--- config.mk ---
export PLATFORM = sky130hd
export DESIGN_NAME = reset_sequencer
export DESIGN_NICKNAME = d
export VERILOG_FILES = /design/src/rtl/reset_seq_pkg.sv /design/src/rtl/btn_synchroniser.sv /design/src/rtl/reset_sequencer.sv
export SDC_FILE = /design/constraint.sdc
export NUM_CORES = 1
export LEC_CHECK = 0
export CAP_MARGIN = 20
export CELL_PAD_IN_SITES_DETAIL_PLACEMENT = 0
export CELL_PAD_IN_SITES_GLOBAL_PLACEMENT = 1
export CORE_UTILIZATION = 53
export CTS_BUF_LIST = sky130_fd_sc_hd__clkbuf_8
export DETAILED_ROUTE_END_ITERATION = 6
export PLACE_DENSITY_LB_ADDON = 0.1
export SYNTH_ARGS = -nofsm -noshare
export SYNTH_HDL_FRONTEND = slang
export SYNTH_SLANG_ARGS = --single-unit
--- constraint.sdc ---
create_clock -name Clk -period 2.71 [get_ports Clk]
set_input_delay 0.813 -clock Clk [delete_from_list [all_inputs] [get_ports Clk]]
set_output_delay 0.813 -clock Clk [all_outputs]
set_load 0.005 [all_outputs]
--- src/rtl/reset_seq_pkg.sv ---
// Shared types and width helpers for the reset sequencer and related board-level blocks.
package reset_seq_pkg;

   typedef enum logic [1:0] {
      SETTLE  = 2'd0,
      STAGGER = 2'd1,
      DONE    = 2'd2
   } seq_state_t;

   // $clog2 of 1 is 0; counters still need at least one bit.
   function automatic int width_min1(input int range_val);
      int w;
      w = $clog2(range_val);
      return (w < 1) ? 1 : w;
   endfunction

endpackage

--- src/rtl/btn_synchroniser.sv ---
// Multi-stage flip-flop synchroniser for asynchronous board inputs; clears to 0 on nReset.
module btn_synchroniser #(
   parameter int SYNC_STAGES = 2
) (
   input  logic Clk,
   input  logic nReset,
   input  logic async_i,
   output logic sync_o
);

   logic [SYNC_STAGES-1:0] sync_q;

   always_ff @(posedge Clk or negedge nReset) begin
      if (!nReset) begin
         sync_q <= '0;
      end else begin
         sync_q <= {sync_q[SYNC_STAGES-2:0], async_i};
      end
   end

   assign sync_o = sync_q[SYNC_STAGES-1];

endmodule

--- src/rtl/reset_sequencer.sv ---
// Power-on / button reset generator: holds all channels for a settle time, then
// releases them one by one in index order with a fixed gap, raising Done at the end.
module reset_sequencer
   import reset_seq_pkg::*;
#(
   parameter int CHANNELS    = 4,
   parameter int COUNT_WIDTH = 23,
   parameter int STAGE_GAP   = 1024,
   parameter int SYNC_STAGES = 2
) (
   input  logic                Clk,
   input  logic                nReset,
   input  logic                BTNS,
   input  logic                SoftReq,
   output logic [CHANNELS-1:0] Reset,
   output logic                Done
);

   localparam int GAP_W = width_min1(STAGE_GAP);
   localparam int IDX_W = width_min1(CHANNELS);

   localparam logic [COUNT_WIDTH-1:0] SETTLE_LAST = '1;
   localparam logic [GAP_W-1:0]       GAP_LAST    = GAP_W'(STAGE_GAP - 1);
   localparam logic [IDX_W-1:0]       IDX_LAST    = IDX_W'(CHANNELS - 1);

   seq_state_t             state_q;
   logic [COUNT_WIDTH-1:0] settle_cnt_q;
   logic [GAP_W-1:0]       gap_cnt_q;
   logic [IDX_W-1:0]       idx_q;
   logic [CHANNELS-1:0]    reset_q;
   logic                   done_q;

   logic                   btn_sync;
   logic                   restart;
   logic [CHANNELS-1:0]    chan_mask;

   btn_synchroniser #(
      .SYNC_STAGES(SYNC_STAGES)
   ) u_btn_sync (
      .Clk     (Clk),
      .nReset  (nReset),
      .async_i (BTNS),
      .sync_o  (btn_sync)
   );

   // SoftReq is already synchronous, so it bypasses the synchroniser.
   assign restart = btn_sync | SoftReq;

   // One-hot select of the channel currently due for release.
   for (genvar gi = 0; gi < CHANNELS; gi++) begin : g_mask
      assign chan_mask[gi] = (idx_q == IDX_W'(gi));
   end

   always_ff @(posedge Clk or negedge nReset) begin
      if (!nReset) begin
         state_q      <= SETTLE;
         settle_cnt_q <= '0;
         gap_cnt_q    <= '0;
         idx_q        <= '0;
         reset_q      <= '1;
         done_q       <= 1'b0;
      end else if (restart) begin
         state_q      <= SETTLE;
         settle_cnt_q <= '0;
         gap_cnt_q    <= '0;
         idx_q        <= '0;
         reset_q      <= '1;
         done_q       <= 1'b0;
      end else begin
         case (state_q)
            SETTLE: begin
               // Counter saturates: it is not advanced on the release edge.
               if (settle_cnt_q == SETTLE_LAST) begin
                  reset_q[0] <= 1'b0;
                  if (CHANNELS == 1) begin
                     state_q <= DONE;
                     done_q  <= 1'b1;
                  end else begin
                     state_q   <= STAGGER;
                     gap_cnt_q <= '0;
                     idx_q     <= IDX_W'(1);
                  end
               end else begin
                  settle_cnt_q <= settle_cnt_q + COUNT_WIDTH'(1);
               end
            end
            STAGGER: begin
               if (gap_cnt_q == GAP_LAST) begin
                  reset_q   <= reset_q & ~chan_mask;
                  gap_cnt_q <= '0;
                  if (idx_q == IDX_LAST) begin
                     state_q <= DONE;
                     done_q  <= 1'b1;
                  end else begin
                     idx_q <= idx_q + IDX_W'(1);
                  end
               end else begin
                  gap_cnt_q <= gap_cnt_q + GAP_W'(1);
               end
            end
            DONE: begin
            end
            default: begin
               state_q <= SETTLE;
            end
         endcase
      end
   end

   assign Reset = reset_q;
   assign Done  = done_q;

endmodule

==> impl_results.rst, run 1 <==
.. list-table::
   :header-rows: 1

   * - Metric
     - Value
   * - Status
     - completed
   * - Resized cells post-CTS
     - 0
   * - Die ar.
     - 4827 um2
   * - Share of the clock period used by the worst path after layout
     - 79.44%
   * - Setup violation total in the final timing report
     - 0
   * - Port Buffer Count
     - 8
   * - Final weighted congestion in routability-driven placement
     - 0.7539
   * - Max incr delay on CP
     - 550 ps
   * - Clock tree from TritonCTS
     - done
   * - Final ANT Viol Nets
     - 0
   * - Share of synthesized area occupied by flip-flops and latches
     - 45.83%
   * - Number of fill cells in the layout
     - 398
   * - Largest net degree at the start of global routing
     - 45
   * - Top fanout value on the critical path
     - 3
   * - Combined global-route utilization of all metal layers
     - 22.64%
   * - Cell at the slowest stage of the critical path
     - dfstp_2
   * - Tot Pwr
     - 1.152 mW
   * - Share of the synthesized area in the top cell type
     - 41.47%
   * - Clock network latency to the later pin of the worst-skew pair
     - 300 ps
   * - Number of global-route vias before repair
     - 1824
   * - Synth area leaders
     - dfrtp_1 41%, dfstp_2 4.4%, o21ai_0 4.1%, xnor2_1 4.0%, nor2_1 3.9%
   * - Total number of clock tree sinks
     - 44
   * - Area overhead of the layout relative to synthesis
     - 10.01%
   * - Delay-heaviest family, CP
     - flip-flops
   * - First-pass GRT wire length
     - 8.680 mm
   * - Synth area leader
     - dfrtp_1
   * - Area of combinational cells with multiple inputs
     - 1245 um2
   * - Transition at the pin with the smallest max-transition slack
     - 631.1 ps
   * - Sort of element at the end of the critical path
     - output port
   * - Post-synthesis area per instance
     - 9.578 um2
   * - Worst setup timing slack at the placement stage
     - 270.0 ps
   * - Post-route setup slack
     - 557.1 ps
   * - Total number of yosys warnings
     - 0
   * - Total detailed-routing wirelength
     - 4.975 mm
   * - Worst voltage drop across the vdd grid
     - 0.0002246 V
   * - Total via count in the routed design
     - 1882
   * - Number of enable-type register cells in the synthesized netlist
     - 0
   * - Total Nets Final
     - 274
   * - Half-perimeter wire length after placement
     - 3.470 mm
   * - Die outline width
     - 69.48 um
   * - Inserted Diodes
     - 0
   * - Post-CTS Setup Repair Bufs
     - 0
   * - Final Critical Period
     - 2153 ps
   * - Synth Net Count
     - 262
   * - Buffer cell driving the clock tree root
     - clkbuf_8
   * - Instance count of the mapped netlist
     - 252
   * - Fraction of final layout cells with drive strength greater than 1
     - 14.34%
   * - Maximum buffer depth of the clock tree
     - 2
   * - Min Hold Slack
     - 358.8 ps
   * - Maximum clock frequency
     - 0.4645 GHz
   * - Wire length per cell after detailed routing
     - 15.69 um
   * - Startpoint type of the worst setup path
     - flop
   * - Row count
     - 24
   * - Pins Over Slew Limit
     - 0
   * - Antenna violations before repair
     - 0
   * - Vertical die dimension
     - 69.48 um
   * - Max-slew headroom at the worst pin
     - 57.86%
   * - Residual DRC count
     - 0
   * - Crit Path Category
     - flop to output port
   * - P_leak
     - 1.036 nW
   * - Primary FF master, synth
     - dfrtp_1
   * - Global route total overflow
     - 0
   * - Buffers and inverters on the worst path
     - 1
   * - Storage cell area
     - 1106 um2
   * - Cell area after synthesis
     - 2414 um2
   * - Initial Util
     - 55.43%
   * - Critical path, cell by cell
     - clkdlybuf4s50_1
   * - Total negative slack
     - 0 ps
   * - Detailed Route Iter0 Violations
     - 122
   * - FF+latch count, synth
     - 44
   * - DR pass1 iterations
     - 4
   * - Placeable core area
     - 4354 um2
   * - Required time worst endpoint
     - 1900 ps
   * - Clock buffer count from CTS
     - 5
   * - Setup repair after global routing missed its margin
     - false
   * - Final number of hold-violating endpoints
     - 0
   * - Hold buffers post-CTS
     - 0
   * - Pwr Density
     - 433.9 nW/um2
   * - Worst min-delay path category
     - flop to flop
   * - Clk pin slew, worst setup/hold paths
     - 80 ps
   * - Boundary pin count
     - 9
   * - Vias per cell
     - 5.937
   * - Depth of the CTS H-tree
     - 2
   * - Endpoint arrival time on the critical path
     - 1340 ps
   * - Number of different library cells in the post-synthesis netlist
     - 51
   * - Fraction of synthesis flops using an asynchronous set or reset pin
     - 100.0%
   * - Max Cap Viol
     - 0
   * - Final clock skew
     - 2.541 ps
-- Yosys cell counts (3+ instances only) --
master / n
a211oi_1: 3
a21o_1: 3
a21oi_1: 16
a31oi_1: 3
and3_1: 7
buf_4: 3
clkbuf_1: 5
dfrtp_1: 40
dfstp_2: 4
ha_1: 6
inv_1: 3
nand2_1: 24
nand3_1: 12
nand3_2: 3
nand4_1: 6
nor2_1: 25
nor3_1: 6
nor4_1: 5
nor4_2: 3
o21ai_0: 20
or3_1: 8
xnor2_1: 11
-- kinds of logic (layout without fill, tap and decap cells) --
group                      count (synthesis)  count (layout)  synth area share, %
and+or+nand+nor                          115             115                27.06
buffers and inverters                     13              26                2.592
AOI/OAI and AO/OA                         60              60                16.23
xor gates and xnor gates                  12              12                4.355
DFF                                       44              44                45.83
adders and majority gates                  6               6                3.110
muxes                                      2               2               0.8295
-- sequential cells by signal (all words and copies together) (netlist names) --
signal             count
idx_q                  2
Reset                  4
settle_cnt_q          23
Done                   1
state_q                2
u_btn_sync.sync_q      2
gap_cnt_q             10
-- final timing paths --
check,depth (start not counted),slack (ps),from,endpoint
min in group asynchronous,2,570,nReset,settle_cnt_q[5]$_DFFE_PN0P_
worst max-delay path,1,560,Reset[0]$_DFFE_PN1P_,Reset[0]
worst min-delay path,0,360,u_btn_sync.sync_q[0]$_DFF_PN0_,u_btn_sync.sync_q[1]$_DFF_PN0_
worst max register to register,6,690,settle_cnt_q[0]$_DFFE_PN0P_,settle_cnt_q[5]$_DFFE_PN0P_
max in group asynchronous,2,1750,nReset,Reset[0]$_DFFE_PN1P_
worst min register to register,0,360,u_btn_sync.sync_q[0]$_DFF_PN0_,u_btn_sync.sync_q[1]$_DFF_PN0_
-- worst reg2reg max path: stages (launching register included) --
cell and delay, ps:
dfrtp_1 400, ha_1 230, nand3_1 160, nor4_2 470, a211o_1 420, o21ai_0 150, a21oi_1 140
-- layout make-up --
cell class / count / area share (%)
Multi-Input combinational cell: 195 / 46.89
Sequential cell: 44 / 41.66
Timing Repair Buffer: 15 / 4.807
Clock buffer: 7 / 3.629
Tap cell: 52 / 2.451
Inverter: 3 / 0.4241
Clock inverter: 1 / 0.1414
-- cells in the final DEF (no fill, tap or decap), types with 2 or more instances in the layout --
cell,instances
a21oi_1,16
nand4_1,6
or3_1,8
clkbuf_8,7
nand2b_1,2
and4_1,2
ha_1,6
clkdlybuf4s50_1,7
a2111oi_2,2
xnor2_1,11
nand3_2,3
o31ai_1,2
inv_1,4
a31oi_1,3
or2_2,2
nand2_1,24
nor3_1,6
a21o_1,3
nand3_1,12
dfstp_2,4
a211oi_1,3
nor4_1,5
buf_4,7
o21ai_0,20
dfrtp_1,40
nor2_1,25
mux2i_1,2
and3_1,7
nor4_2,3
-- layer usage --
layer	wire length, um	track usage (%)	up-vias
met1	2473	32.09	897
met3	187	5.233	7
met5	0	0	-
li1	-	-	955
met4	62	6.803	0
met2	2252	34.63	23
-- stage by stage --
stage / cell area, um2 / cells / utilization (%)
2_1_floorplan: 2414 / 252 / -
6_report: 2655 / 317 / 60.98
3_5_place_dp: 2555 / 309 / 58.68
3_3_place_gp: 2555 / 309 / 58.68
4_1_cts: 2655 / 317 / 60.98
5_1_grt: 2655 / 317 / 60.98
-- power breakdown --
group / leakage [nW] / switching, mW / internal, mW
Combinational: 0.385 / 0.0278 / 0.0122
Sequential: 0.595 / 0.00203 / 0.659
Clock: 0.0557 / 0.222 / 0.229
Total: 1.04 / 0.252 / 0.900
(Power assumes the default switching activity.)
==> inputs of run 2 (changes only) <==
CORE_UTILIZATION = 45   (was 53)
clock period = 1.8 ns   (was 2.71 ns; I/O delays follow)
==> run 2 against run 1 <==
Against the previous run: register-to-register slack worse by 650 ps; sequential share of layout area is 6.8 points lower; clock power is 69% higher; critical endpoint is now settle_cnt_q[7]$_DFFE_PN0P_; largest cell class unchanged.
==> impl_results.rst, run 2 (same netlist as run 1, synthesis figures left out) <==
.. list-table::
   :header-rows: 1

   * - Metric
     - Value
   * - Total number of clock tree sinks
     - 44 (unchanged)
   * - Total detailed-routing wirelength
     - 5.606 mm (+13%)
   * - Port Buffer Count
     - 8 (unchanged)
   * - Number of fill cells in the layout
     - 510 (+28%)
   * - Combined global-route utilization of all metal layers
     - 22.25% (-0.39 points)
   * - Setup violation total in the final timing report
     - 0 (unchanged)
   * - Wire length per cell after detailed routing
     - 14.87 um (-5.3%)
   * - Pwr Density
     - 576.6 nW/um2 (+33%)
   * - Commonest non-fill, non-tap cells in the layout
     - 47 x buf_4, 40 x dfrtp_1, 25 x nor2_1
   * - Boundary pin count
     - 9 (unchanged)
   * - Crit Path Category
     - flop to flop
   * - FF-to-FF Start
     - settle_cnt_q[0]$_DFFE_PN0P_
   * - Final core utilization
     - 61.66% (+0.68 points)
   * - Worst min-delay path category
     - primary input to asynchronous set/reset pin
   * - Startpoint type of the worst setup path
     - flop
   * - First-pass GRT wire length
     - 9.439 mm (+8.7%)
   * - Status
     - completed
   * - Register-to-register path setup slack
     - 40 ps (-650 ps)
   * - Area of combinational cells with multiple inputs
     - 1403 um2 (+13%)
   * - Final clock skew
     - 7.747 ps (+5.206 ps)
   * - Clock buffer count from CTS
     - 5 (unchanged)
   * - Hold buffers post-CTS
     - 0 (unchanged)
   * - Residual DRC count
     - 0 (unchanged)
   * - Final Critical Period
     - 1760 ps
   * - Half-perimeter wire length after placement
     - 3.995 mm (+15%)
   * - Depth of the CTS H-tree
     - 2 (unchanged)
   * - Final weighted congestion in routability-driven placement
     - 0.8050 (+6.8%)
   * - Detailed Route Iter0 Violations
     - 129 (+5.7%)
   * - Max Cap Viol
     - 0 (unchanged)
   * - Area overhead of the layout relative to synthesis
     - 31.31%
   * - Worst voltage drop across the vdd grid
     - 0.0004774 V (+110%)
   * - Max incr delay on CP
     - 400 ps (-150 ps)
   * - Max-slew headroom at the worst pin
     - 70.46% (+13 points)
   * - Buffer cell driving the clock tree root
     - clkbuf_8
   * - Number of flip-flops in the largest register
     - 23 (unchanged)
   * - Largest net degree at the start of global routing
     - 28 (-38%)
   * - Row count
     - 26 (+8.3%)
   * - Total Nets Final
     - 316 (+15%)
   * - Delay-heaviest family, CP
     - compound AO/OA/AOI/OAI gates
   * - Cell at the slowest stage of the critical path
     - dfrtp_1
   * - Biggest register
     - settle_cnt_q
   * - Critical path, cell by cell
     - ha_2 -> nand3_2 -> nor4_4 -> a211o_2 -> or3_1 -> a21oi_1
   * - Die outline width
     - 75.24 um (+8.3%)
   * - Die ar.
     - 5660 um2 (+17%)
   * - Inserted Diodes
     - 0 (unchanged)
   * - Buffers and inverters on the worst path
     - 0 (-1)
   * - Maximum clock frequency
     - 0.5682 GHz
   * - Total via count in the routed design
     - 2074 (+10%)
   * - Vias per cell
     - 5.501 (-7.3%)
   * - Final number of hold-violating endpoints
     - 0 (unchanged)
   * - Transition at the pin with the smallest max-transition slack
     - 442.1 ps (-189.0 ps)
   * - Share of the clock period used by the worst path after layout
     - 97.77%
   * - Fraction of final layout cells with drive strength greater than 1
     - 30.94% (+17 points)
   * - Sort of element at the end of the critical path
     - flop
   * - Initial Util
     - 46.96% (-8.5 points)
   * - Reg2Reg Depth
     - 6 (unchanged)
   * - Final ANT Viol Nets
     - 0 (unchanged)
   * - Top fanout value on the critical path
     - 13 (+10)
   * - Maximum buffer depth of the clock tree
     - 2 (unchanged)
   * - Tot Pwr
     - 1.828 mW (+59%)
   * - Antenna violations before repair
     - 0 (unchanged)
   * - Clock network latency to the later pin of the worst-skew pair
     - 300 ps (about the same)
   * - Pins Over Slew Limit
     - 0 (unchanged)
   * - Most frequent standard cell in the layout excluding fill and tap cells
     - buf_4
   * - Clock tree from TritonCTS
     - done
   * - Placeable core area
     - 5140 um2 (+18%)
   * - Required time worst endpoint
     - 2030 ps (+130 ps)
   * - Global route total overflow
     - 0 (unchanged)
   * - Number of global-route vias before repair
     - 2038 (+12%)
   * - Storage cell area
     - 1106 um2 (unchanged)
   * - Clk pin slew, worst setup/hold paths
     - 90 ps (about the same)
   * - Endpoint arrival time on the critical path
     - 1990 ps (+650 ps)
   * - Vertical die dimension
     - 75.24 um (+8.3%)
   * - Critical R2R Capture
     - settle_cnt_q[7]$_DFFE_PN0P_
   * - P_leak
     - 1.276 nW (+23%)
   * - DR pass1 iterations
     - 4 (unchanged)
   * - Setup repair after global routing missed its margin
     - true
## run 2: worst max-delay path by stage
stage	endpoint	cells after the start	slack [ps]	from
after floorplan	settle_cnt_q[10]$_DFFE_PN0P_	7	40	settle_cnt_q[0]$_DFFE_PN0P_
after detailed placement	gap_cnt_q[5]$_DFFE_PN0P_	6	-190	SoftReq
after global placement	gap_cnt_q[7]$_DFFE_PN0P_	6	-160	SoftReq
after global routing	settle_cnt_q[7]$_DFFE_PN0P_	6	-70	settle_cnt_q[0]$_DFFE_PN0P_
after CTS	settle_cnt_q[16]$_DFFE_PN0P_	6	1	settle_cnt_q[0]$_DFFE_PN0P_
final	settle_cnt_q[7]$_DFFE_PN0P_	6	40	settle_cnt_q[0]$_DFFE_PN0P_
## run 2: timing repair
action,4_1_cts,5_1_grt
endpoints found under the hold margin,0,0
endpoints found under the setup margin,17,31
setup buffers,0,3
resized for setup,13,20
pin swaps,1,2
## run 2: area by class of cell
type	instances	share of cell area, %
multi-input cells	195	44.26
repair buffers	57	14.33
clock buffers	5	2.171
clock inverters	3	1.224
inverters	3	0.3553
well taps	70	2.764
flip-flops and latches	44	34.90
## run 2: per-layer routing
layer	up-vias	track usage, %	routed length (um)
li1	1036	-	-
met1	1009	30.09	2723
met2	22	35.94	2687
met3	7	4.150	128
met4	0	7.819	66
met5	-	0	0
## run 2: metrics by stage
step	setup TNS [ps]	hold WS, ps	worst slack (ps)	instance area [um2]	cells
after CTS	0	184.8	1.372	3035	374
after detailed placement	-1837	337.9	-191.3	2883	366
final	0	166.4	40.06	3169	377
after global routing	-308.8	199.0	-66.34	3169	377
after global placement	-1374	334.3	-157.2	2883	366
after floorplan	0	244.4	35.29	2414	252
## run 2: report_power, final
part | leakage (nW) | internal (mW) | switching, mW
sequential | 0.595 | 0.992 | 0.00281
combinational | 0.621 | 0.0240 | 0.0468
clock | 0.0593 | 0.407 | 0.355
==> inputs of run 3 (changes only) <==
CORE_UTILIZATION = 49   (was 45)
clock period = 1.7 ns   (was 1.8 ns; I/O delays follow)
==> run 3 against run 2 <==
Against the previous run: the run now ends with negative setup slack left; wire length increased by 9.7%; first-iteration DRC count decreased by 7.0%; die area decreased by 8.0%; critical path type unchanged; setup slack got worse by 68 ps; core utilization increased by 9.9 points; cell area increased by 6.6%; register-to-register slack got worse by 70 ps; power increased by 5.3%; worst hold slack got worse by 87 ps; clock skew decreased by 4.3 ps; via count increased by 4.6%; global-route usage increased by 2.5 points.
==> impl_results.rst, run 3 (same netlist as run 1, synthesis figures left out) <==
.. list-table::
   :header-rows: 1

   * - Metric
     - Value
   * - Final number of hold-violating endpoints
     - 0 (unchanged)
   * - Pwr Density
     - 569.7 nW/um2 (-1.2%)
   * - Sort of element at the end of the critical path
     - flop
   * - Maximum clock frequency
     - 0.5786 GHz (+1.8%)
   * - Status
     - finished with violations
   * - Total detailed-routing wirelength
     - 6.150 mm (+9.7%)
   * - Fraction of met3 tracks used by global routing
     - 5.139% (+0.99 points)
   * - Die ar.
     - 5210 um2 (-8.0%)
   * - P_leak
     - 1.400 nW (+9.8%)
   * - Depth of the CTS H-tree
     - 2 (unchanged)
   * - Pins Over Slew Limit
     - 0 (unchanged)
   * - First-pass GRT wire length
     - 9.825 mm (+4.1%)
   * - Required time worst endpoint
     - 1930 ps (-100 ps)
   * - Worst setup timing slack at the placement stage
     - -392.5 ps (-201.2 ps)
   * - Inserted Diodes
     - 0 (unchanged)
   * - Total instance count after detailed placement
     - 376 (+2.7%)
   * - Wire length per cell after detailed routing
     - 15.61 um (+5.0%)
   * - Total number of clock tree sinks
     - 44 (unchanged)
   * - Worst min-delay path category
     - primary input to asynchronous set/reset pin
   * - Placeable core area
     - 4723 um2 (-8.1%)
   * - Residual DRC count
     - 0 (unchanged)
   * - Boundary pin count
     - 9 (unchanged)
   * - Top fanout value on the critical path
     - 12 (-1)
   * - Most utilized layer in the global route result
     - met2
   * - Crit Path Category
     - flop to flop
   * - Total via count in the routed design
     - 2170 (+4.6%)
   * - Total negative slack
     - -82.06 ps (-82.06 ps)
   * - Post-route setup slack
     - -28.26 ps (-68.32 ps)
   * - Combined global-route utilization of all metal layers
     - 24.75% (+2.5 points)
   * - Area of combinational cells with multiple inputs
     - 1465 um2 (+4.5%)
   * - Commonest non-fill, non-tap cells in the layout
     - 66 x buf_4, 40 x dfrtp_1, 24 x nand2_1, 24 x nor2_1, 16 x o21ai_0
   * - Final core utilization
     - 71.52% (+9.9 points)
   * - Global routing met2 resource utilization
     - 39.25% (+3.3 points)
   * - Clock tree from TritonCTS
     - done
   * - Final clock skew
     - 3.449 ps (-4.297 ps)
   * - Antenna violations before repair
     - 0 (unchanged)
   * - Maximum buffer depth of the clock tree
     - 2 (unchanged)
   * - Initial Util
     - 51.10% (+4.1 points)
   * - Die outline width
     - 72.18 um (-4.1%)
   * - DR pass1 iterations
     - 4 (unchanged)
   * - Buffer cell driving the clock tree root
     - clkbuf_8
   * - Max-slew headroom at the worst pin
     - 69.20% (-1.3 points)
   * - Final weighted congestion in routability-driven placement
     - 0.8352 (+3.8%)
   * - Detailed Route Iter0 Violations
     - 120 (-7.0%)
   * - Non-filler cells in the finished layout
     - 394 (+4.5%)
   * - Cell at the slowest stage of the critical path
     - dfrtp_1
   * - Storage cell area
     - 1106 um2 (unchanged)
   * - Row count
     - 25 (-3.8%)
   * - Number of flip-flops in the largest register
     - 23 (unchanged)
   * - Instance area after placement
     - 2990 um2 (+3.7%)
   * - Tot Pwr
     - 1.925 mW (+5.3%)
   * - Port Buffer Count
     - 8 (unchanged)
   * - Startpoint type of the worst setup path
     - flop
   * - Share of the clock period used by the worst path after layout
     - 101.7% (+3.9 points)
   * - Vertical die dimension
     - 72.18 um (-4.1%)
   * - Critical path, cell by cell
     - nand4_1 -> nor3_2 -> a211o_2 -> or3_1 -> a21oi_1
   * - Largest net degree at the start of global routing
     - 18 (-36%)
   * - Half-perimeter wire length after placement
     - 4.190 mm (+4.9%)
   * - Max incr delay on CP
     - 440 ps (+40 ps)
   * - Clk pin slew, worst setup/hold paths
     - 80 ps (about the same)
   * - Endpoint arrival time on the critical path
     - 1960 ps (-30 ps)
   * - Min Hold Slack
     - 79.43 ps (-86.95 ps)
   * - Setup violation total in the final timing report
     - 6 (+6)
   * - Number of global-route vias before repair
     - 2038 (unchanged)
   * - Global-route met1 utilization
     - 33.94% (+3.8 points)
   * - Area overhead of the layout relative to synthesis
     - 39.97%
   * - Transition at the pin with the smallest max-transition slack
     - 460.9 ps (+18.82 ps)
   * - Global route total overflow
     - 0 (unchanged)
   * - Most frequent standard cell in the layout excluding fill and tap cells
     - buf_4
   * - Vias per cell
     - 5.508 (+0.11%)
   * - Biggest register
     - settle_cnt_q
   * - Worst voltage drop across the vdd grid
     - 0.0004614 V (-3.3%)
   * - Final ANT Viol Nets
     - 0 (unchanged)
   * - Max Cap Viol
     - 0 (unchanged)
   * - Clock network latency to the later pin of the worst-skew pair
     - 300 ps (about the same)
   * - Total Nets Final
     - 336 (+6.3%)
   * - Post-route cell area
     - 3378 um2 (+6.6%)
   * - Failing checks
     - negative setup slack
   * - Clock buffer count from CTS
     - 5 (unchanged)
   * - Number of fill cells in the layout
     - 342 (-33%)
   * - Final Critical Period
     - 1728 ps (-31.68 ps)
   * - Setup repair after global routing missed its margin
     - true
   * - Fraction of final layout cells with drive strength greater than 1
     - 36.39% (+5.4 points)
## run 3: worst max-delay path: cells and delay by family (launching register included)
family | cells | cell delay (ps)
flip-flops | 1 | 440
AO/OA/AOI/OAI | 2 | 570
AND/OR/NAND/NOR | 3 | 650
## run 3: metal layers
metal / vias to the layer above / wire length [um]
met4: 0 / 93
met1: 1054 / 2904
met3: 8 / 194
met5: - / 0
li1: 1080 / -
met2: 28 / 2957
## run 3: area by class of cell
type | instances | share of cell area, %
multi-input cells | 195 | 43.37
clock inverters | 3 | 1.148
clock buffers | 5 | 2.037
repair buffers | 77 | 17.89
inverters | 3 | 0.3333
flip-flops and latches | 44 | 32.74
well taps | 67 | 2.481
## run 3: final timing paths
kind,start,endpoint,slack (ps),cells past startpoint
worst max-delay path,settle_cnt_q[5]$_DFFE_PN0P_,settle_cnt_q[9]$_DFFE_PN0P_,-30,5
worst min-delay path,nReset,settle_cnt_q[5]$_DFFE_PN0P_,80,1
worst max register to register,settle_cnt_q[5]$_DFFE_PN0P_,settle_cnt_q[9]$_DFFE_PN0P_,-30,5
worst min register to register,u_btn_sync.sync_q[0]$_DFF_PN0_,u_btn_sync.sync_q[1]$_DFF_PN0_,350,0
max in group asynchronous,nReset,Reset[1]$_DFFE_PN1P_,1110,2
min in group Clk,u_btn_sync.sync_q[0]$_DFF_PN0_,u_btn_sync.sync_q[1]$_DFF_PN0_,350,0
## run 3: where the power goes
part           total, mW  internal [mW]  switching (mW)
clock              0.788          0.430           0.358
combinational     0.0810         0.0295          0.0515
sequential          1.06           1.05         0.00461
total               1.92           1.51           0.414
## run 3: timing repair
item	CTS	global route
setup endpoints to repair	33	39
resized for setup	20	26
setup buffers	3	6
gates cloned	1	0
pin swaps	3	10
hold buffers	0	0
endpoints found under the hold margin	0	0
